$ cat src/rtl/bandscope_reader.sv
// bandscope_reader: reads a completed capture frame out of the bandscope RAM
// and streams it to the host link as packets of one header word followed by
// PKT_WORDS sample words.
module bandscope_reader #(
    parameter int unsigned ADDR_W    = 14,
    parameter int unsigned DATA_W    = 16,
    parameter int unsigned PKT_WORDS = 512,
    parameter logic [7:0]  HDR_TAG   = 8'hB5
) (
    input  logic              clock,
    input  logic              reset,
    input  logic              bs_on,
    input  logic              bs_ready,
    output logic [ADDR_W-1:0] rd_addr,
    input  logic [DATA_W-1:0] rd_data,
    output logic [DATA_W-1:0] tx_data,
    output logic              tx_valid,
    input  logic              tx_ready,
    output logic              tx_last,
    output logic              busy,
    output logic [7:0]        overrun_cnt
);

    localparam int unsigned PW_LOG = $clog2(PKT_WORDS);
    localparam int unsigned PIDX_W = ADDR_W - PW_LOG;
    localparam int unsigned CNT_W  = PW_LOG + 1;
    localparam logic [CNT_W-1:0] PKT_N    = CNT_W'(PKT_WORDS);
    localparam logic [CNT_W-1:0] PKT_LAST = CNT_W'(PKT_WORDS - 1);

    typedef enum logic [1:0] {S_IDLE, S_HDR, S_DATA} state_t;

    state_t              state_q;
    logic                sync1_q, sync2_q, seen_q;
    logic [ADDR_W-1:0]   rd_addr_q;
    logic [DATA_W-1:0]   tx_data_q;
    logic                tx_valid_q, tx_last_q, busy_q;
    logic [7:0]          overrun_q;
    logic [PIDX_W-1:0]   pkt_idx_q;
    logic [CNT_W-1:0]    rd_cnt_q, out_cnt_q;
    logic                inflight_q;
    logic [DATA_W-1:0]   skid0_q, skid1_q, skid0_d, skid1_d;
    logic [1:0]          skid_cnt_q, skid_cnt_d;

    logic                ev, accept, out_free, last_acc, want, load, pop, push, issue;
    logic [DATA_W-1:0]   src;

    function automatic logic [DATA_W-1:0] hdr_word(input logic [PIDX_W-1:0] idx);
        logic [7:0] idx8;
        idx8 = 8'(idx);
        return DATA_W'({HDR_TAG, idx8});
    endfunction

    // Two-flop synchroniser for the asynchronous frame toggle; left unreset on purpose
    always_ff @(posedge clock) begin
        sync1_q <= bs_ready;
        sync2_q <= sync1_q;
    end

    // Last-seen toggle level tracks the synchroniser even in reset, so reset never makes an event
    always_ff @(posedge clock) begin
        seen_q <= sync2_q;
    end

    // Output-stage handshake decisions, read issue and skid-buffer next state
    always_comb begin
        ev       = sync2_q ^ seen_q;
        accept   = tx_valid_q & tx_ready;
        out_free = ~tx_valid_q | tx_ready;
        last_acc = (state_q == S_DATA) & accept & tx_last_q;
        case (state_q)
            S_HDR:   want = accept;
            S_DATA:  want = out_free & ~last_acc;
            default: want = 1'b0;
        endcase
        load  = want & ((skid_cnt_q != 2'd0) | inflight_q);
        src   = (skid_cnt_q != 2'd0) ? skid0_q : rd_data;
        pop   = load & (skid_cnt_q != 2'd0);
        // Returning RAM data bypasses the skid buffer when it goes straight to the output
        push  = inflight_q & ~(load & (skid_cnt_q == 2'd0));
        issue = (state_q != S_IDLE) & (rd_cnt_q != PKT_N) &
                ((skid_cnt_q + {1'b0, inflight_q}) < 2'd2);

        skid0_d    = skid0_q;
        skid1_d    = skid1_q;
        skid_cnt_d = skid_cnt_q;
        case ({pop, push})
            2'b10: begin
                skid0_d    = skid1_q;
                skid_cnt_d = skid_cnt_q - 2'd1;
            end
            2'b01: begin
                if (skid_cnt_q == 2'd0) skid0_d = rd_data;
                else                    skid1_d = rd_data;
                skid_cnt_d = skid_cnt_q + 2'd1;
            end
            2'b11: begin
                if (skid_cnt_q == 2'd1) begin
                    skid0_d = rd_data;
                end else begin
                    skid0_d = skid1_q;
                    skid1_d = rd_data;
                end
            end
            default: ;
        endcase
    end

    // Packet FSM with registered stream outputs, read pointer and overrun counter
    always_ff @(posedge clock) begin
        if (reset) begin
            state_q    <= S_IDLE;
            rd_addr_q  <= '0;
            tx_data_q  <= '0;
            tx_valid_q <= 1'b0;
            tx_last_q  <= 1'b0;
            busy_q     <= 1'b0;
            overrun_q  <= '0;
            pkt_idx_q  <= '0;
            rd_cnt_q   <= '0;
            out_cnt_q  <= '0;
            inflight_q <= 1'b0;
            skid0_q    <= '0;
            skid1_q    <= '0;
            skid_cnt_q <= '0;
        end else begin
            skid0_q    <= skid0_d;
            skid1_q    <= skid1_d;
            skid_cnt_q <= skid_cnt_d;
            inflight_q <= issue;
            if (issue) begin
                rd_addr_q <= rd_addr_q + ADDR_W'(1);
                rd_cnt_q  <= rd_cnt_q + CNT_W'(1);
            end
            if (ev && (state_q != S_IDLE) && (overrun_q != 8'hFF))
                overrun_q <= overrun_q + 8'd1;

            case (state_q)
                S_IDLE: begin
                    if (ev && bs_on) begin
                        state_q    <= S_HDR;
                        busy_q     <= 1'b1;
                        pkt_idx_q  <= '0;
                        rd_addr_q  <= '0;
                        rd_cnt_q   <= '0;
                        out_cnt_q  <= '0;
                        tx_data_q  <= hdr_word('0);
                        tx_valid_q <= 1'b1;
                        tx_last_q  <= 1'b0;
                    end
                end
                S_HDR: begin
                    if (accept) begin
                        state_q <= S_DATA;
                        if (load) begin
                            tx_data_q  <= src;
                            tx_valid_q <= 1'b1;
                            tx_last_q  <= (out_cnt_q == PKT_LAST);
                            out_cnt_q  <= out_cnt_q + CNT_W'(1);
                        end else begin
                            tx_valid_q <= 1'b0;
                            tx_last_q  <= 1'b0;
                        end
                    end
                end
                S_DATA: begin
                    if (last_acc) begin
                        if ((pkt_idx_q == '1) || !bs_on) begin
                            state_q    <= S_IDLE;
                            busy_q     <= 1'b0;
                            tx_valid_q <= 1'b0;
                            tx_last_q  <= 1'b0;
                        end else begin
                            state_q    <= S_HDR;
                            pkt_idx_q  <= pkt_idx_q + PIDX_W'(1);
                            tx_data_q  <= hdr_word(pkt_idx_q + PIDX_W'(1));
                            tx_valid_q <= 1'b1;
                            tx_last_q  <= 1'b0;
                            rd_cnt_q   <= '0;
                            out_cnt_q  <= '0;
                        end
                    end else if (out_free) begin
                        if (load) begin
                            tx_data_q  <= src;
                            tx_valid_q <= 1'b1;
                            tx_last_q  <= (out_cnt_q == PKT_LAST);
                            out_cnt_q  <= out_cnt_q + CNT_W'(1);
                        end else begin
                            tx_valid_q <= 1'b0;
                            tx_last_q  <= 1'b0;
                        end
                    end
                end
                default: state_q <= S_IDLE;
            endcase
        end
    end

    assign rd_addr     = rd_addr_q;
    assign tx_data     = tx_data_q;
    assign tx_valid    = tx_valid_q;
    assign tx_last     = tx_last_q;
    assign busy        = busy_q;
    assign overrun_cnt = overrun_q;

endmodule

$ cat config.mk
export PLATFORM = sky130hd
export DESIGN_NAME = bandscope_reader
export DESIGN_NICKNAME = d
export VERILOG_FILES = /design/src/rtl/bandscope_reader.sv
export SDC_FILE = /design/constraint.sdc
export NUM_CORES = 1
export LEC_CHECK = 0
export ABC_AREA = 1
export BUFFER_PORTS_ARGS = -buffer_cell sky130_fd_sc_hd__buf_2
export CORE_MARGIN = 3
export CORE_UTILIZATION = 46
export CTS_BUF_LIST = sky130_fd_sc_hd__clkbuf_2 sky130_fd_sc_hd__clkbuf_4 sky130_fd_sc_hd__clkbuf_8
export CTS_CLUSTER_SIZE = 16
export DETAILED_ROUTE_END_ITERATION = 8
export GPL_ROUTABILITY_DRIVEN = 0
export PLACE_DENSITY_LB_ADDON = 0.1
export SETUP_SLACK_MARGIN = 0.15
export SLEW_MARGIN = 10
export SYNTH_ARGS = -nofsm -noshare
export SYNTH_HDL_FRONTEND = slang
export SYNTH_SLANG_ARGS = --single-unit
$ cat constraint.sdc
create_clock -name clock -period 3.59 [get_ports clock]
set_clock_uncertainty 0.2 [all_clocks]
set_input_delay 0.5385 -clock clock [delete_from_list [all_inputs] [get_ports clock]]
set_output_delay 0.5385 -clock clock [all_outputs]
set_load 0.02 [all_outputs]
* After elaboration in Yosys (flattened, before gate mapping)
Cells that the tools add are included.
Operators by class: equality and inequality tests 20, reductions and logical operators 21, order comparisons 1, bitwise logic cells 16, multiplexer cells 56, $add $sub $neg 8
Operator list (count):
- 16-bit 2-to-1 mux | 11
- 10-bit 2-to-1 mux | 10
- 16-bit one-hot mux with 3 select lines | 2
- 14-bit 2-to-1 mux | 3
- 16-bit one-hot mux with 2 select lines | 1
- 10-bit one-hot mux with 3 select lines | 1
- 10-bit by 1-bit adder with 10-bit output, second input constant | 2
- 10-bit one-hot mux with 2 select lines | 1
- 5-bit 2-to-1 mux | 3
- 14-bit by 1-bit adder with 14-bit output, second input constant | 1
- 1-bit 2-to-1 mux | 14
- 2-bit inequality test, second input constant | 7
- 4-bit AND reduction | 3
- 1-bit AND | 10
- 10-bit by 9-bit equality test with 1-bit output, second input constant | 1
- 10-bit inequality test, second input constant | 1
- 5-bit one-hot mux with 2 select lines | 1
- 2-bit nonzero test | 5
- 8-bit by 1-bit adder with 8-bit output, second input constant | 1
- 8-bit inequality test, second input constant | 1
- 2-bit by 1-bit equality test with 1-bit output, second input constant | 3
- 2-bit equality test, second input constant | 3
- 2-bit 2-to-1 mux | 3
- 3-bit inequality test, second input constant | 2
- other kinds (22) | 32
Storage, ports and cells: word-level logic and storage cells 139, output and inout bits 41, bits in registers 106, input port bits 21

* Logic depth before layout (Yosys ltp)
Gate-level depths: netlist of run 1.
depth in word-level cells 13, mapped depth 19, depth with buffers taken out 18

* Worst setup path after synthesis of run 1
Ideal clock, no wire load.
path kind reg-to-reg, from reg state_q[0], to reg skid0_q[0], setup time 0.117 ns, data arrival time 2.313 ns, path slack 0.960 ns, required time 3.273 ns, clock period less this slack 2.630 ns, cell stages (with the launch flop) 20, cells stage by stage dfxtp_1 inv_1 ha_1 nand2_1 inv_2 nand2_4 nand3_2 nand2_4 nand3_1 nand2_1 buf_2 inv_1 ha_1 inv_1 o211ai_2 buf_2 nand2_1 nand2_1 nor2_1 nor2_1
On the way: longest elaborated chain between the ends 13, elaborated cells between the ends (all ways) 19, classes of those cells 6 x eq/ne; 2 x mux; 9 x bitwise; 2 x reduce/logical
RTL lines:
- from (decl) | line 32 | state_t state_q;
- from (signal assigned) | line 111 | state_q <= S_IDLE;
- from (signal assigned) | line 140 | state_q <= S_HDR;
- from (signal assigned) | line 153 | state_q <= S_DATA;
- 2-bit equality test | line 69, 70
- 1-bit AND (2 in series) | line 69 | last_acc = (state_q == S_DATA) & accept & tx_last_q;
- 1-bit NOT | line 72 | S_DATA: want = out_free & ~last_acc;
- 1-bit AND | line 72
- 1-bit one-hot mux with 2 select lines (*) | line 70 | case (state_q)
- 1-bit AND (*) | line 75 | load = want & ((skid_cnt_q != 2'd0) | inflight_q);
- 1-bit AND | line 79 | push = inflight_q & ~(load & (skid_cnt_q == 2'd0));
- 1-bit NOT | line 79
- 1-bit AND | line 79
- 2-bit by 1-bit equality test with 1-bit output / 2-bit equality test (equally long branches) | line 86 | case ({pop, push})
- 2-bit inequality test (no source line) / 3-bit nonzero test (equally long branches)
- 2-bit AND reduction (no source line)
- to (signal assigned) | line 126 | skid0_q <= skid0_d;
- to (decl) | line 41 | logic [DATA_W-1:0] skid0_q, skid1_q, skid0_d, skid1_d;
Mark *: on every way between the ends. The rest lies on a longest branch, timed or not. A chain may end at the register's enable or synchronous reset.

* Final worst setup path of run 1
from reg state_q[0], to reg skid1_q[7]
On the way: longest elaborated chain between the ends 13, elaborated cells between the ends (all ways) 19, classes of those cells 6 x eq/ne; 2 x mux; 9 x bitwise; 2 x reduce/logical
RTL lines:
- 2-bit equality test | line 69, 70
- 1-bit AND (2 in series) | line 69
- 1-bit NOT | line 72
- 1-bit AND | line 72
- 1-bit one-hot mux with 2 select lines (*) | line 70
- 1-bit AND (*) | line 75
- 1-bit AND | line 79
- 1-bit NOT | line 79
- 1-bit AND | line 79
- 2-bit equality test / 2-bit by 1-bit equality test with 1-bit output (equally long branches) | line 86
- 2-bit inequality test (no source line) / 2-bit nonzero test (equally long branches)
- 3-bit AND reduction (no source line)
- to (signal assigned) | line 127 | skid1_q <= skid1_d;
- to (decl) | line 41
Marks and branches as above.

==> PnR_summary.wiki, run 1 <==
{| class="wikitable"
! Metric !! Value
|-
| Clk network pwr share || 0.178
|-
| Filler cell count || 1,134
|-
| Via count of the first global-routing pass || 4,612
|-
| PD cells || 682 nW/µm²
|-
| Largest net degree at the start of global routing || 39
|-
| Number of placed I/O pins || 62
|-
| Transition time at the pin with the least slew margin || 752 ps
|-
| Area taken by multi-input logic gates || 2860 µm²
|-
| First element of the critical path || state_q[0]
|-
| Number of pins exceeding their max-slew limit in the final report || 0
|-
| GRT overflow || 0
|-
| Static leakage || 2.58 nW
|-
| Number of DRC violations after detailed-routing iteration 0 || 305
|-
| Half-perimeter wire length after placement || 9010 µm
|-
| Antenna violations before repair || 0
|-
| Combinational family with the most area after synthesis || simple AND/OR/NAND/NOR gates
|-
| Summed instance area of the synthesized netlist || 5370 µm²
|-
| Sw Ratio || 0.429
|-
| HP Class || input pin to flop
|-
| Post-synthesis share of cell area spent on xor and xnor gates || 0.0375
|-
| Clock latency reported for the late side of the worst-skew pair || 390 ps
|-
| Post-synthesis average cell area || 6.98 µm²
|-
| CP Launch Type || flop
|-
| Vias post-DR || 4,978
|-
| Sequential cell fraction of total power || 0.406
|-
| Shortest period the worst path allows || 3040 ps
|-
| IR drop worst, VDD || 0.450 mV
|-
| Worst Path Arrival || 3160 ps
|-
| Number of rows created at floorplan || 38
|-
| Run status || completed
|-
| Most frequent cells in the layout || sky130_fd_sc_hd__nor2_1 (162), sky130_fd_sc_hd__nand2_1 (161), sky130_fd_sc_hd__dfxtp_1 (106)
|-
| Number of failing hold endpoints at the final stage || 0
|-
| Clock tree buffer depth || 2
|-
| Beginning of the worst register-to-register path || state_q[0]
|-
| Final-stage net count || 853
|-
| Die outline area || 13,000 µm²
|-
| Wire length after detailed routing || 12,600 µm
|-
| Initial Utilization || 0.483
|-
| Most frequent standard cell in the layout excluding fill and tap cells || sky130_fd_sc_hd__nor2_1
|-
| Mapped Cells || 770
|-
| Setup repair after global routing missed its margin || false
|-
| Adder and majority cell fraction of the synthesized area || 0.0326
|-
| Number of clock buffers inserted by TritonCTS || 9
|-
| Post-synthesis mux area share || 0.0112
|-
| Psw || 1.73 mW
|-
| Fraction of the mapped netlist area in simple logic gates || 0.316
|-
| Synthesized-area fraction occupied by ao, oa, aoi and oai cells || 0.134
|-
| F_max || 329 MHz
|-
| Number of nets with antenna violations after routing || 0
|-
| Cell seen most often among critical-path stages || sky130_fd_sc_hd__nand2_1
|-
| Drt first pass iters || 5
|-
| Flops & latches, synth || 106
|-
| Total inserted antenna cells || 0
|-
| Critical path fanouts, max || 17
|-
| MaxCap Viol Count || 0
|-
| Area after DPL || 5730 µm²
|-
| Clock transition at the registers of the reported paths || 90 ps
|-
| Relative contribution of combinational cells to total power || 0.416
|-
| Floorplan die height || 114 µm
|-
| Post-Route Setup TNS || 0 ps
|-
| Max-slew headroom at the worst pin || 0.497
|-
| Number of distinct library cell variants in the gate-level netlist after synthesis || 40
|-
| Post-route design area || 5920 µm²
|-
| Internal Pwr Total || 2.31 mW
|-
| Final setup violation count || 0
|-
| Sequential cell area || 2120 µm²
|-
| Clock tree from TritonCTS || yes
|-
| Share of the yosys chip area belonging to registers || 0.395
|-
| Per-cell via count in the routed design || 5.17
|-
| Cell chosen for the clock root || sky130_fd_sc_hd__clkbuf_8
|-
| Class of the most critical setup path || flop to flop
|-
| Syn. warnings || 0
|-
| Area delta synth->final || 10.2%
|-
| Series of cell instances along the critical path || inv_1 -> ha_1 -> nand2_1 -> inv_2 -> nand2_4 -> nand3_2 -> nand2_4 -> nand3_1 -> nand2_1 -> inv_1 -> ha_1 -> nand2_1 -> nand3_2 -> inv_2 -> nor2_1 -> nor2_1
|-
| Nets in the synthesized netlist || 805
|-
| Peak per-stage delay on the critical path || 380 ps
|-
| Number of port buffers || 61
|-
| Kind of end point of the critical path || flop
|-
| Number of instances resized during post-cts repair || 0
|-
| Required time of the critical path || 3710 ps
|-
| Global-route wire length before repair || 21,500 µm
|-
| Portion of the clock cycle consumed by the worst path in the final layout || 0.846
|-
| Cell type of the slowest stage on the worst timing path || sky130_fd_sc_hd__dfxtp_1
|-
| # H-tree levels || 3
|-
| DRC viols || 0
|-
| Layout cells sized above 1 || 0.136
|-
| Hold Path Origin || bs_ready
|-
| Count of buffers added by post-CTS timing repair for setup || 0
|-
| Global router's overall resource usage || 0.201
|-
| Overall die width || 114 µm
|-
| TritonCTS Sinks || 106
|-
| Routed length per instance || 13.1 µm
|-
| Number of hold buffers added after CTS || 0
|-
| Total core area || 11,100 µm²
|}
area by class of cell:
| cell class | instances | area share |
|---|---|---|
| clock buffers | 14 | 0.0304 |
| repair buffers | 65 | 0.0566 |
| clock inverters | 2 | 0.00169 |
| inverters | 65 | 0.0414 |
| flip-flops and latches | 106 | 0.358 |
| well taps | 140 | 0.0296 |
| multi-input cells | 571 | 0.482 |
logic make-up after synthesis:
| logic type | count (synthesis) |
|---|---|
| buffers and inverters | 93 |
| multiplexers | 6 |
| AO/OA/AOI/OAI | 130 |
| flip-flops | 106 |
| adder cells (fa/ha/maj) | 14 |
| XOR/XNOR | 23 |
| AND/OR/NAND/NOR | 398 |
power by group through the flow:
stage               Combinational [mW]  Sequential, mW  Clock, mW
floorplan                         1.21            1.72          0
global placement                  1.63            1.66          0
detailed placement                1.68            1.67          0
CTS                               1.69            1.64      0.747
global route                      1.91            1.68      0.792
finish                            1.68            1.64      0.720
stage by stage:
stage                     power (mW)   util  setup slack [ps]  hold WS [ps]  std cells
after floorplan                 2.93      -               960           110        770
after global placement          3.29  0.515               758           117        947
after detailed placement        3.35  0.515               585           114        947
after CTS                       4.07  0.532               558          39.1        963
after global routing            4.38  0.532               262          32.1        963
final                           4.04  0.532               552          54.9        963
critical path: cells and delay by family (launching register included):
kind | cells | cell delay, ps
DFF | 1 | 380
buffers and inverters | 4 | 550
and+or+nand+nor | 10 | 1320
adders and majority gates | 2 | 530
flip-flops by register name (all words and copies together), names as in the netlist, 2 cells and up:
register     count
state_q          2
out_cnt_q       10
rd_addr         14
rd_cnt_q        10
skid1_q         16
pkt_idx_q        5
overrun_cnt      8
skid_cnt_q       2
tx_data         16
skid0_q         16
cell usage after synthesis:
master                       n  share of area
sky130_fd_sc_hd__nor3_1     15          0.014
sky130_fd_sc_hd__nand2_4     2         0.0042
sky130_fd_sc_hd__a31oi_1     1         0.0012
sky130_fd_sc_hd__nor3_2      4         0.0075
sky130_fd_sc_hd__a21oi_1    38          0.035
sky130_fd_sc_hd__nand3_1    22          0.020
sky130_fd_sc_hd__o21ai_1     7         0.0065
sky130_fd_sc_hd__or2_2       5         0.0058
sky130_fd_sc_hd__buf_4       4         0.0056
sky130_fd_sc_hd__nor4_1      1         0.0012
sky130_fd_sc_hd__o21ai_0    63          0.059
sky130_fd_sc_hd__nor2_2      3         0.0035
sky130_fd_sc_hd__inv_1      58          0.041
sky130_fd_sc_hd__dfxtp_1   106           0.39
sky130_fd_sc_hd__buf_1       1        0.00070
sky130_fd_sc_hd__inv_2       6         0.0042
sky130_fd_sc_hd__clkbuf_1    9         0.0063
sky130_fd_sc_hd__nand2_1   161           0.11
sky130_fd_sc_hd__o211ai_2    1         0.0023
sky130_fd_sc_hd__and3_1      1         0.0012
sky130_fd_sc_hd__clkinv_2    1        0.00093
sky130_fd_sc_hd__ha_1       14          0.033
sky130_fd_sc_hd__o21bai_1    1         0.0014
sky130_fd_sc_hd__xnor2_1     3         0.0049
sky130_fd_sc_hd__buf_2      12          0.011
sky130_fd_sc_hd__o21a_1      3         0.0042
sky130_fd_sc_hd__nand2_2     3         0.0035
sky130_fd_sc_hd__nand4_1    13          0.015
sky130_fd_sc_hd__o21ai_4     1         0.0030
sky130_fd_sc_hd__a211oi_1   13          0.018
sky130_fd_sc_hd__nand3b_4    1         0.0037
sky130_fd_sc_hd__o211ai_1    1         0.0014
sky130_fd_sc_hd__mux2i_1     6          0.011
sky130_fd_sc_hd__a41oi_1     1         0.0016
sky130_fd_sc_hd__xor2_1     20          0.033
sky130_fd_sc_hd__nand3_2     3         0.0056
sky130_fd_sc_hd__nor2_1    162           0.11
sky130_fd_sc_hd__buf_6       2         0.0042
sky130_fd_sc_hd__nor2b_1     1         0.0012
sky130_fd_sc_hd__nor2_8      1         0.0037
final timing paths:
kind	slack, ps	cells past startpoint	to
worst max-delay path	550	16	skid1_q[7]
worst min-delay path	50	1	sync1_q
worst max register to register	550	16	skid1_q[7]
worst min register to register	130	0	sync2_q
routing by layer:
metal | up-vias | share of wire | global-route usage
met5 | - | 0 | 0
met4 | 0 | 0.012 | 0.0538
met3 | 15 | 0.045 | 0.0513
met2 | 99 | 0.45 | 0.314
met1 | 2290 | 0.49 | 0.278
li1 | 2574 | - | -
Power figures use the tool's default switching activity.
==> inputs of run 2 (changes only) <==
==> constraint.sdc (replaced) <==
create_clock -name clock -period 2.5 [get_ports clock]
set_clock_uncertainty 0.2 [all_clocks]
set_input_delay 0.375 -clock clock [delete_from_list [all_inputs] [get_ports clock]]
set_output_delay 0.375 -clock clock [all_outputs]
set_load 0.02 [all_outputs]
==> run 2 against run 1 <==
Register-to-register slack worse by 320 ps. Critical path depth rose by 3. Combinational power grew 68%. Sequential power increased by 45%. Sequential cell count stayed put. Maximum frequency up 34%. Final cell count is 3.2% higher. Global-route usage fell by 0.35 points. Clock-buffer cell count fell by 3. Worst hold slack better by 36 ps. Via count rose by 1.5%. Routed wire length rose by 2.3%. Critical endpoint is now skid0_q[3].
==> PnR_summary.wiki, run 2 (synthesis results as in run 1) <==
{| class="wikitable"
! Metric !! Value
|-
| Number of port buffers || 61 (unchanged)
|-
| Global-route wire length before repair || 21,200 µm (was 21,500 µm)
|-
| Routed length per instance || 12.9 µm (was 13.1 µm)
|-
| Total inserted antenna cells || 0 (unchanged)
|-
| Total core area || 11,100 µm² (unchanged)
|-
| Antenna violations before repair || 0 (unchanged)
|-
| Worst Path Arrival || 2390 ps (was 3160 ps)
|-
| Number of placed I/O pins || 62 (unchanged)
|-
| Beginning of the worst register-to-register path || state_q[0] (unchanged)
|-
| HP Class || input pin to flop (unchanged)
|-
| Drt first pass iters || 5 (unchanged)
|-
| Initial Utilization || 0.483 (unchanged)
|-
| Clock tree buffer depth || 2 (unchanged)
|-
| Most frequent cells in the layout || sky130_fd_sc_hd__nor2_1 (157), sky130_fd_sc_hd__nand2_1 (144), sky130_fd_sc_hd__dfxtp_1 (104) (was sky130_fd_sc_hd__nor2_1 (162), sky130_fd_sc_hd__nand2_1 (161), sky130_fd_sc_hd__dfxtp_1 (106))
|-
| Count of buffering cells on the critical path with inverters included || 6 (was 4)
|-
| Setup repair after global routing missed its margin || true (was false)
|-
| Count of placed standard cells including taps || 959 (was 947)
|-
| Number of standard cells in the final layout excluding fillers || 994 (was 963)
|-
| Number of failing hold endpoints at the final stage || 0 (unchanged)
|-
| Most frequent standard cell in the layout excluding fill and tap cells || sky130_fd_sc_hd__nor2_1 (unchanged)
|-
| # H-tree levels || 3 (unchanged)
|-
| Cell type of the slowest stage on the worst timing path || sky130_fd_sc_hd__dfxtp_4 (was sky130_fd_sc_hd__dfxtp_1)
|-
| Clock latency reported for the late side of the worst-skew pair || 380 ps (was 390 ps)
|-
| IR drop worst, VDD || 0.698 mV (was 0.450 mV)
|-
| Shortest period the worst path allows || 2270 ps (was 3040 ps)
|-
| Post-Route Setup TNS || 0 ps (unchanged)
|-
| Wire length after detailed routing || 12,900 µm (was 12,600 µm)
|-
| Peak per-stage delay on the critical path || 380 ps (about the same)
|-
| Clock tree from TritonCTS || yes (unchanged)
|-
| PD cells || 999 nW/µm² (was 682 nW/µm²)
|-
| Half-perimeter wire length after placement || 8960 µm (was 9010 µm)
|-
| Flop-to-flop setup slack || 230 ps (was 550 ps)
|-
| Floorplan die height || 114 µm (unchanged)
|-
| Area delta synth->final || 20.7% (was 10.2%)
|-
| DRC viols || 0 (unchanged)
|-
| Required time of the critical path || 2620 ps (was 3710 ps)
|-
| Die outline area || 13,000 µm² (unchanged)
|-
| Vias post-DR || 5,052 (was 4,978)
|-
| Overall power consumption || 6.47 mW (was 4.04 mW)
|-
| Class of the most critical setup path || flop to flop (unchanged)
|-
| Instance count along the most critical hold path || 3 (was 1)
|-
| Reg-to-reg critical path endpoint || skid0_q[3] (was skid1_q[7])
|-
| Filler cell count || 1,068 (was 1,134)
|-
| Clock transition at the registers of the reported paths || 90 ps (about the same)
|-
| Series of cell instances along the critical path || inv_4 -> ha_4 -> nand2_2 -> inv_2 -> nand2_4 -> nand3_4 -> nand2_4 -> nand2_4 -> inv_2 -> nand2_2 -> inv_2 -> ha_4 -> inv_4 -> o211ai_4 -> clkbuf_16 -> nand2_1 -> nand2_1 -> nor2_1 -> nor2_1 (was inv_1 -> ha_1 -> nand2_1 -> inv_2 -> nand2_4 -> nand3_2 -> nand2_4 -> nand3_1 -> nand2_1 -> inv_1 -> ha_1 -> nand2_1 -> nand3_2 -> inv_2 -> nor2_1 -> nor2_1)
|-
| Overall die width || 114 µm (unchanged)
|-
| GRT overflow || 0 (unchanged)
|-
| Number of pins exceeding their max-slew limit in the final report || 0 (unchanged)
|-
| TritonCTS Sinks || 106 (unchanged)
|-
| Cell chosen for the clock root || sky130_fd_sc_hd__clkbuf_8 (unchanged)
|-
| Critical path fanouts, max || 8 (was 17)
|-
| MaxCap Viol Count || 0 (unchanged)
|-
| Final setup violation count || 0 (unchanged)
|-
| F_max || 440 MHz (was 329 MHz)
|-
| Length in cells of the worst reg-to-reg path || 19 (was 16)
|-
| Max-slew headroom at the worst pin || 0.646 (was 0.497)
|-
| Number of nets with antenna violations after routing || 0 (unchanged)
|-
| Hold Path Origin || rd_data[14] (was bs_ready)
|-
| Kind of end point of the critical path || flop (unchanged)
|-
| Transition time at the pin with the least slew margin || 530 ps (was 752 ps)
|-
| Static leakage || 2.81 nW (was 2.58 nW)
|-
| Global router's overall resource usage || 0.198 (was 0.201)
|-
| Number of clock buffers inserted by TritonCTS || 9 (unchanged)
|-
| Largest net degree at the start of global routing || 34 (was 39)
|-
| Portion of the clock cycle consumed by the worst path in the final layout || 0.909 (was 0.846)
|-
| Final Core Density || 0.583 (was 0.532)
|-
| Capture endpoint of the worst hold path || skid1_q[14] (was sync1_q)
|-
| Layout cells sized above 1 || 0.210 (was 0.136)
|-
| CP Launch Type || flop (unchanged)
|-
| Via count of the first global-routing pass || 4,529 (was 4,612)
|-
| Run status || completed (unchanged)
|-
| Number of rows created at floorplan || 38 (unchanged)
|-
| Per-cell via count in the routed design || 5.08 (was 5.17)
|-
| Final-stage net count || 884 (was 853)
|-
| Number of DRC violations after detailed-routing iteration 0 || 311 (was 305)
|-
| Kind of cell adding the most delay to the critical path || simple AND/OR/NAND/NOR gates (unchanged)
|}
==> run 2: worst reg2reg max path: stages (launching register included) <==
cell	delay [ps]
sky130_fd_sc_hd__dfxtp_4	380
sky130_fd_sc_hd__inv_4	40
sky130_fd_sc_hd__ha_4	150
sky130_fd_sc_hd__nand2_2	60
sky130_fd_sc_hd__inv_2	40
sky130_fd_sc_hd__nand2_4	80
sky130_fd_sc_hd__nand3_4	70
sky130_fd_sc_hd__nand2_4	90
sky130_fd_sc_hd__nand2_4	60
sky130_fd_sc_hd__inv_2	50
sky130_fd_sc_hd__nand2_2	50
sky130_fd_sc_hd__inv_2	60
sky130_fd_sc_hd__ha_4	150
sky130_fd_sc_hd__inv_4	50
sky130_fd_sc_hd__o211ai_4	250
sky130_fd_sc_hd__clkbuf_16	210
sky130_fd_sc_hd__nand2_1	50
sky130_fd_sc_hd__nand2_1	50
sky130_fd_sc_hd__nor2_1	40
sky130_fd_sc_hd__nor2_1	70
==> run 2: report_power, final <==
part	switching, mW	internal (mW)	leakage, nW
registers	0.296	2.08	0.865
clock network	0.566	0.716	0.129
logic	1.80	1.02	1.81
total	2.66	3.81	2.81
==> run 2: worst max-delay path by stage <==
stage                     startpoint           to  slack [ps]  cells past startpoint
after floorplan           state_q[0]  skid1_q[10]         150                     19
after global placement    state_q[0]  skid1_q[10]         140                     19
after detailed placement  state_q[0]   skid1_q[9]          50                     19
after CTS                 state_q[0]   skid1_q[6]         140                     19
after global routing      state_q[0]   skid0_q[1]          90                     19
final                     state_q[0]   skid0_q[3]         230                     19
==> run 2: timing repair <==
| item | CTS | global route |
|---|---|---|
| endpoints found under the hold margin | 1 | 0 |
| hold buffers | 1 | 0 |
| setup endpoints to repair | 16 | 56 |
| pin swaps | 1 | 12 |
| buffers inserted | 0 | 14 |
| gates cloned | 0 | 4 |
| resized for setup | 1 | 49 |
==> run 2: routing by layer <==
layer,up-vias,share of wire,global-route usage
met4,0,0.010,0.0467
li1,2644,-,-
met2,94,0.46,0.313
met1,2305,0.49,0.269
met3,9,0.044,0.0555
met5,-,0,0
==> run 2: per-stage QoR <==
step,hold WS (ps),cell area [µm²],worst slack (ps)
6_report,90.9,6480,227
5_1_grt,76.7,6480,91.9
4_1_cts,62.3,6160,144
3_5_place_dp,119,5890,51.5
3_3_place_gp,119,5890,137
2_1_floorplan,110,5440,153
==> run 2: layout make-up <==
cell class | instances | area [µm²] | share of cell area
Tap cell | 140 | 175 | 0.0270
Clock buffer | 11 | 151 | 0.0234
Sequential cell | 106 | 2130 | 0.328
Timing Repair Buffer | 93 | 593 | 0.0915
Clock inverter | 5 | 100 | 0.0154
Multi-Input combinational cell | 574 | 3080 | 0.476
Inverter | 65 | 253 | 0.0390
==> inputs of run 3 (changes only) <==
--- a/config.mk
+++ b/config.mk
@@ -8,7 +8,7 @@
 export ABC_AREA = 1
 export BUFFER_PORTS_ARGS = -buffer_cell sky130_fd_sc_hd__buf_2
 export CORE_MARGIN = 3
-export CORE_UTILIZATION = 46
+export CORE_UTILIZATION = 50
 export CTS_BUF_LIST = sky130_fd_sc_hd__clkbuf_2 sky130_fd_sc_hd__clkbuf_4 sky130_fd_sc_hd__clkbuf_8
 export CTS_CLUSTER_SIZE = 16
 export DETAILED_ROUTE_END_ITERATION = 8
==> run 3 against run 2 <==
Sequential share of layout area increased by 0.71 points. Sequential power is essentially flat. Clock power about the same. Non-clock buffer count shrank 8. Largest power group unchanged. Setup slack better by 46 ps. Highest routed layer unchanged. Register-to-register slack improved by 50 ps. Via count decreased by 0.34%. Design area shrank 2.2%. Routed wire length decreased by 3.0%. Total power shrank 0.91%.
==> PnR_summary.wiki, run 3 (synthesis results as in run 1) <==
{| class="wikitable"
! Metric !! Value
|-
| Run status || completed (unchanged)
|-
| Number of pins exceeding their max-slew limit in the final report || 0 (unchanged)
|-
| DRC viols || 0 (unchanged)
|-
| Shortest period the worst path allows || 2230 ps (was 2270 ps)
|-
| Relative contribution of combinational cells to total power || 0.429 (was 0.436)
|-
| IR drop worst, VDD || 0.610 mV (was 0.698 mV)
|-
| Sw Ratio || 0.409 (was 0.411)
|-
| Transition time at the pin with the least slew margin || 552 ps (was 530 ps)
|-
| Wire length after detailed routing || 12,500 µm (was 12,900 µm)
|-
| Post-route design area || 6340 µm² (was 6480 µm²)
|-
| Series of cell instances along the critical path || inv_2 -> ha_4 -> nand2_2 -> inv_2 -> nand2_4 -> nand3_2 -> nand2_4 -> nand2_2 -> inv_1 -> nand2_1 -> inv_2 -> ha_4 -> inv_2 -> o211ai_4 -> buf_12 -> nand2_1 -> nand2_1 -> nor2_1 -> nor2_1 (was inv_4 -> ha_4 -> nand2_2 -> inv_2 -> nand2_4 -> nand3_4 -> nand2_4 -> nand2_4 -> inv_2 -> nand2_2 -> inv_2 -> ha_4 -> inv_4 -> o211ai_4 -> clkbuf_16 -> nand2_1 -> nand2_1 -> nor2_1 -> nor2_1)
|-
| Initial Utilization || 0.518 (was 0.483)
|-
| Count of buffering cells on the critical path with inverters included || 6 (unchanged)
|-
| Number of nets with antenna violations after routing || 0 (unchanged)
|-
| Cell type of the slowest stage on the worst timing path || sky130_fd_sc_hd__dfxtp_2 (was sky130_fd_sc_hd__dfxtp_4)
|-
| Worst Path Arrival || 2340 ps (was 2390 ps)
|-
| Post-Route Setup TNS || 0 ps (unchanged)
|-
| Global router's overall resource usage || 0.216 (was 0.198)
|-
| Sequential cell fraction of total power || 0.368 (was 0.366)
|-
| Clock tree from TritonCTS || yes (unchanged)
|-
| Portion of the clock cycle consumed by the worst path in the final layout || 0.891 (was 0.909)
|-
| # H-tree levels || 3 (unchanged)
|-
| Max-slew headroom at the worst pin || 0.631 (was 0.646)
|-
| Total core area || 10,400 µm² (was 11,100 µm²)
|-
| Internal Pwr Total || 3.79 mW (was 3.81 mW)
|-
| Routed length per instance || 12.7 µm (was 12.9 µm)
|-
| Clk network pwr share || 0.203 (was 0.198)
|-
| F_max || 449 MHz (was 440 MHz)
|-
| Final-stage net count || 875 (was 884)
|-
| TritonCTS Sinks || 106 (unchanged)
|-
| Drt first pass iters || 5 (unchanged)
|-
| Class of the most critical setup path || flop to flop (unchanged)
|-
| Via count of the first global-routing pass || 4,442 (was 4,529)
|-
| Floorplan die height || 110 µm (was 114 µm)
|-
| Clock latency reported for the late side of the worst-skew pair || 380 ps (about the same)
|-
| CP Launch Type || flop (unchanged)
|-
| PD cells || 1010 nW/µm² (was 999 nW/µm²)
|-
| HP Class || input pin to flop (unchanged)
|-
| Clock transition at the registers of the reported paths || 100 ps (was 90 ps)
|-
| Area delta synth->final || 18.0% (was 20.7%)
|-
| Most frequent cells in the layout || sky130_fd_sc_hd__nor2_1 (158), sky130_fd_sc_hd__nand2_1 (156), sky130_fd_sc_hd__dfxtp_1 (104) (was sky130_fd_sc_hd__nor2_1 (157), sky130_fd_sc_hd__nand2_1 (144), sky130_fd_sc_hd__dfxtp_1 (104))
|-
| Kind of cell adding the most delay to the critical path || simple AND/OR/NAND/NOR gates (unchanged)
|-
| Most frequent standard cell in the layout excluding fill and tap cells || sky130_fd_sc_hd__nor2_1 (unchanged)
|-
| Psw || 2.62 mW (was 2.66 mW)
|-
| Die outline area || 12,000 µm² (was 13,000 µm²)
|-
| Largest net degree at the start of global routing || 45 (was 34)
|-
| Total inserted antenna cells || 0 (unchanged)
|-
| MaxCap Viol Count || 0 (unchanged)
|-
| Number of clock buffers inserted by TritonCTS || 9 (unchanged)
|-
| Clock tree buffer depth || 2 (unchanged)
|-
| GRT overflow || 0 (unchanged)
|-
| Final setup violation count || 0 (unchanged)
|-
| Vias post-DR || 5,035 (was 5,052)
|-
| Global-route wire length before repair || 20,800 µm (was 21,200 µm)
|-
| Area after DPL || 5900 µm² (was 5890 µm²)
|-
| Antenna violations before repair || 0 (unchanged)
|-
| Layout cells sized above 1 || 0.179 (was 0.210)
|-
| Static leakage || 2.74 nW (was 2.81 nW)
|-
| Number of failing hold endpoints at the final stage || 0 (unchanged)
|-
| Required time of the critical path || 2620 ps (about the same)
|-
| Setup repair after global routing missed its margin || true (unchanged)
|-
| Number of DRC violations after detailed-routing iteration 0 || 319 (was 311)
|-
| Half-perimeter wire length after placement || 8750 µm (was 8960 µm)
|-
| Number of placed I/O pins || 62 (unchanged)
|-
| Number of port buffers || 61 (unchanged)
|-
| Cell chosen for the clock root || sky130_fd_sc_hd__clkbuf_8 (unchanged)
|-
| Overall die width || 110 µm (was 114 µm)
|-
| Per-cell via count in the routed design || 5.13 (was 5.08)
|-
| Number of rows created at floorplan || 37 (was 38)
|-
| Peak per-stage delay on the critical path || 340 ps (was 380 ps)
|-
| Cell seen most often among critical-path stages || sky130_fd_sc_hd__inv_2
|-
| Critical path fanouts, max || 16 (was 8)
|-
| Kind of end point of the critical path || flop (unchanged)
|}
[run 3: cell count changes in the layout (fill, tap and decap cells not counted), moves of 3 or more]
cell	delta
sky130_fd_sc_hd__nand2_4	-3
sky130_fd_sc_hd__nand2_2	-9
sky130_fd_sc_hd__o21ai_0	-7
sky130_fd_sc_hd__o21ai_1	+6
sky130_fd_sc_hd__inv_1	+3
sky130_fd_sc_hd__ha_2	-3
sky130_fd_sc_hd__buf_6	-3
sky130_fd_sc_hd__nand2_1	+12
sky130_fd_sc_hd__ha_1	+3
sky130_fd_sc_hd__buf_4	-7
[run 3: path summary, 6_finish.rpt]
path,startpoint,endpoint,slack (ps),cells after the start
setup / recovery,state_q[0],skid0_q[14],270,19
hold / removal,rd_data[11],skid1_q[11],60,3
setup reg to reg,state_q[0],skid0_q[14],270,19
hold reg to reg,sync1_q,sync2_q,150,0
[run 3: routing by layer]
metal	vias up	wire length, µm	GRT usage
met5	-	0	0
met4	0	128	0.0632
met3	9	644	0.0517
met2	110	5640	0.339
met1	2283	6070	0.296
li1	2633	-	-
[run 3: final cells by class]
class | instances | area [µm²]
clock buffers | 12 | 159
clock inverters | 4 | 97.6
fillers | 983 | 4030
inverters | 65 | 250
multi-input cells | 573 | 3000
flip-flops and latches | 106 | 2120
well taps | 136 | 170
repair buffers | 85 | 537
[run 3: metrics by stage]
stage	instances	util	hold slack, ps	power, mW	setup slack [ps]
3_5_place_dp	954	0.569	115	4.94	29.7
6_report	981	0.611	60.1	6.41	273
3_3_place_gp	954	0.569	120	4.85	164
5_1_grt	981	0.611	51.6	6.91	102
4_1_cts	973	0.598	59.4	6.29	177
2_1_floorplan	770	-	110	4.28	153
[run 3: repair_timing]
action / CTS / global route
cloned: 1 / 1
setup buffers: 1 / 7
pin swaps: 1 / 5
resized for setup: 4 / 25
endpoints found under the hold margin: 1 / 0
setup endpoints to repair: 16 / 57
hold buffers: 1 / 0
[run 3: power groups by stage]
| stage | sequential [mW] | combinational (mW) | clock [mW] |
|---|---|---|---|
| floorplan | 2.48 | 1.80 | 0 |
| global placement | 2.38 | 2.47 | 0 |
| detailed placement | 2.40 | 2.54 | 0 |
| CTS | 2.36 | 2.59 | 1.34 |
| global route | 2.41 | 3.09 | 1.41 |
| finish | 2.36 | 2.75 | 1.31 |
[run 3: worst reg2reg max path, stage by stage, from the launching register on]
cell                       delay [ps]
sky130_fd_sc_hd__dfxtp_2          340
sky130_fd_sc_hd__inv_2             50
sky130_fd_sc_hd__ha_4             160
sky130_fd_sc_hd__nand2_2           60
sky130_fd_sc_hd__inv_2             40
sky130_fd_sc_hd__nand2_4           70
sky130_fd_sc_hd__nand3_2           90
sky130_fd_sc_hd__nand2_4           90
sky130_fd_sc_hd__nand2_2           50
sky130_fd_sc_hd__inv_1             60
sky130_fd_sc_hd__nand2_1           70
sky130_fd_sc_hd__inv_2             80
sky130_fd_sc_hd__ha_4             150
sky130_fd_sc_hd__inv_2             60
sky130_fd_sc_hd__o211ai_4         170
sky130_fd_sc_hd__buf_12           170
sky130_fd_sc_hd__nand2_1           50
sky130_fd_sc_hd__nand2_1           50
sky130_fd_sc_hd__nor2_1            40
sky130_fd_sc_hd__nor2_1           110
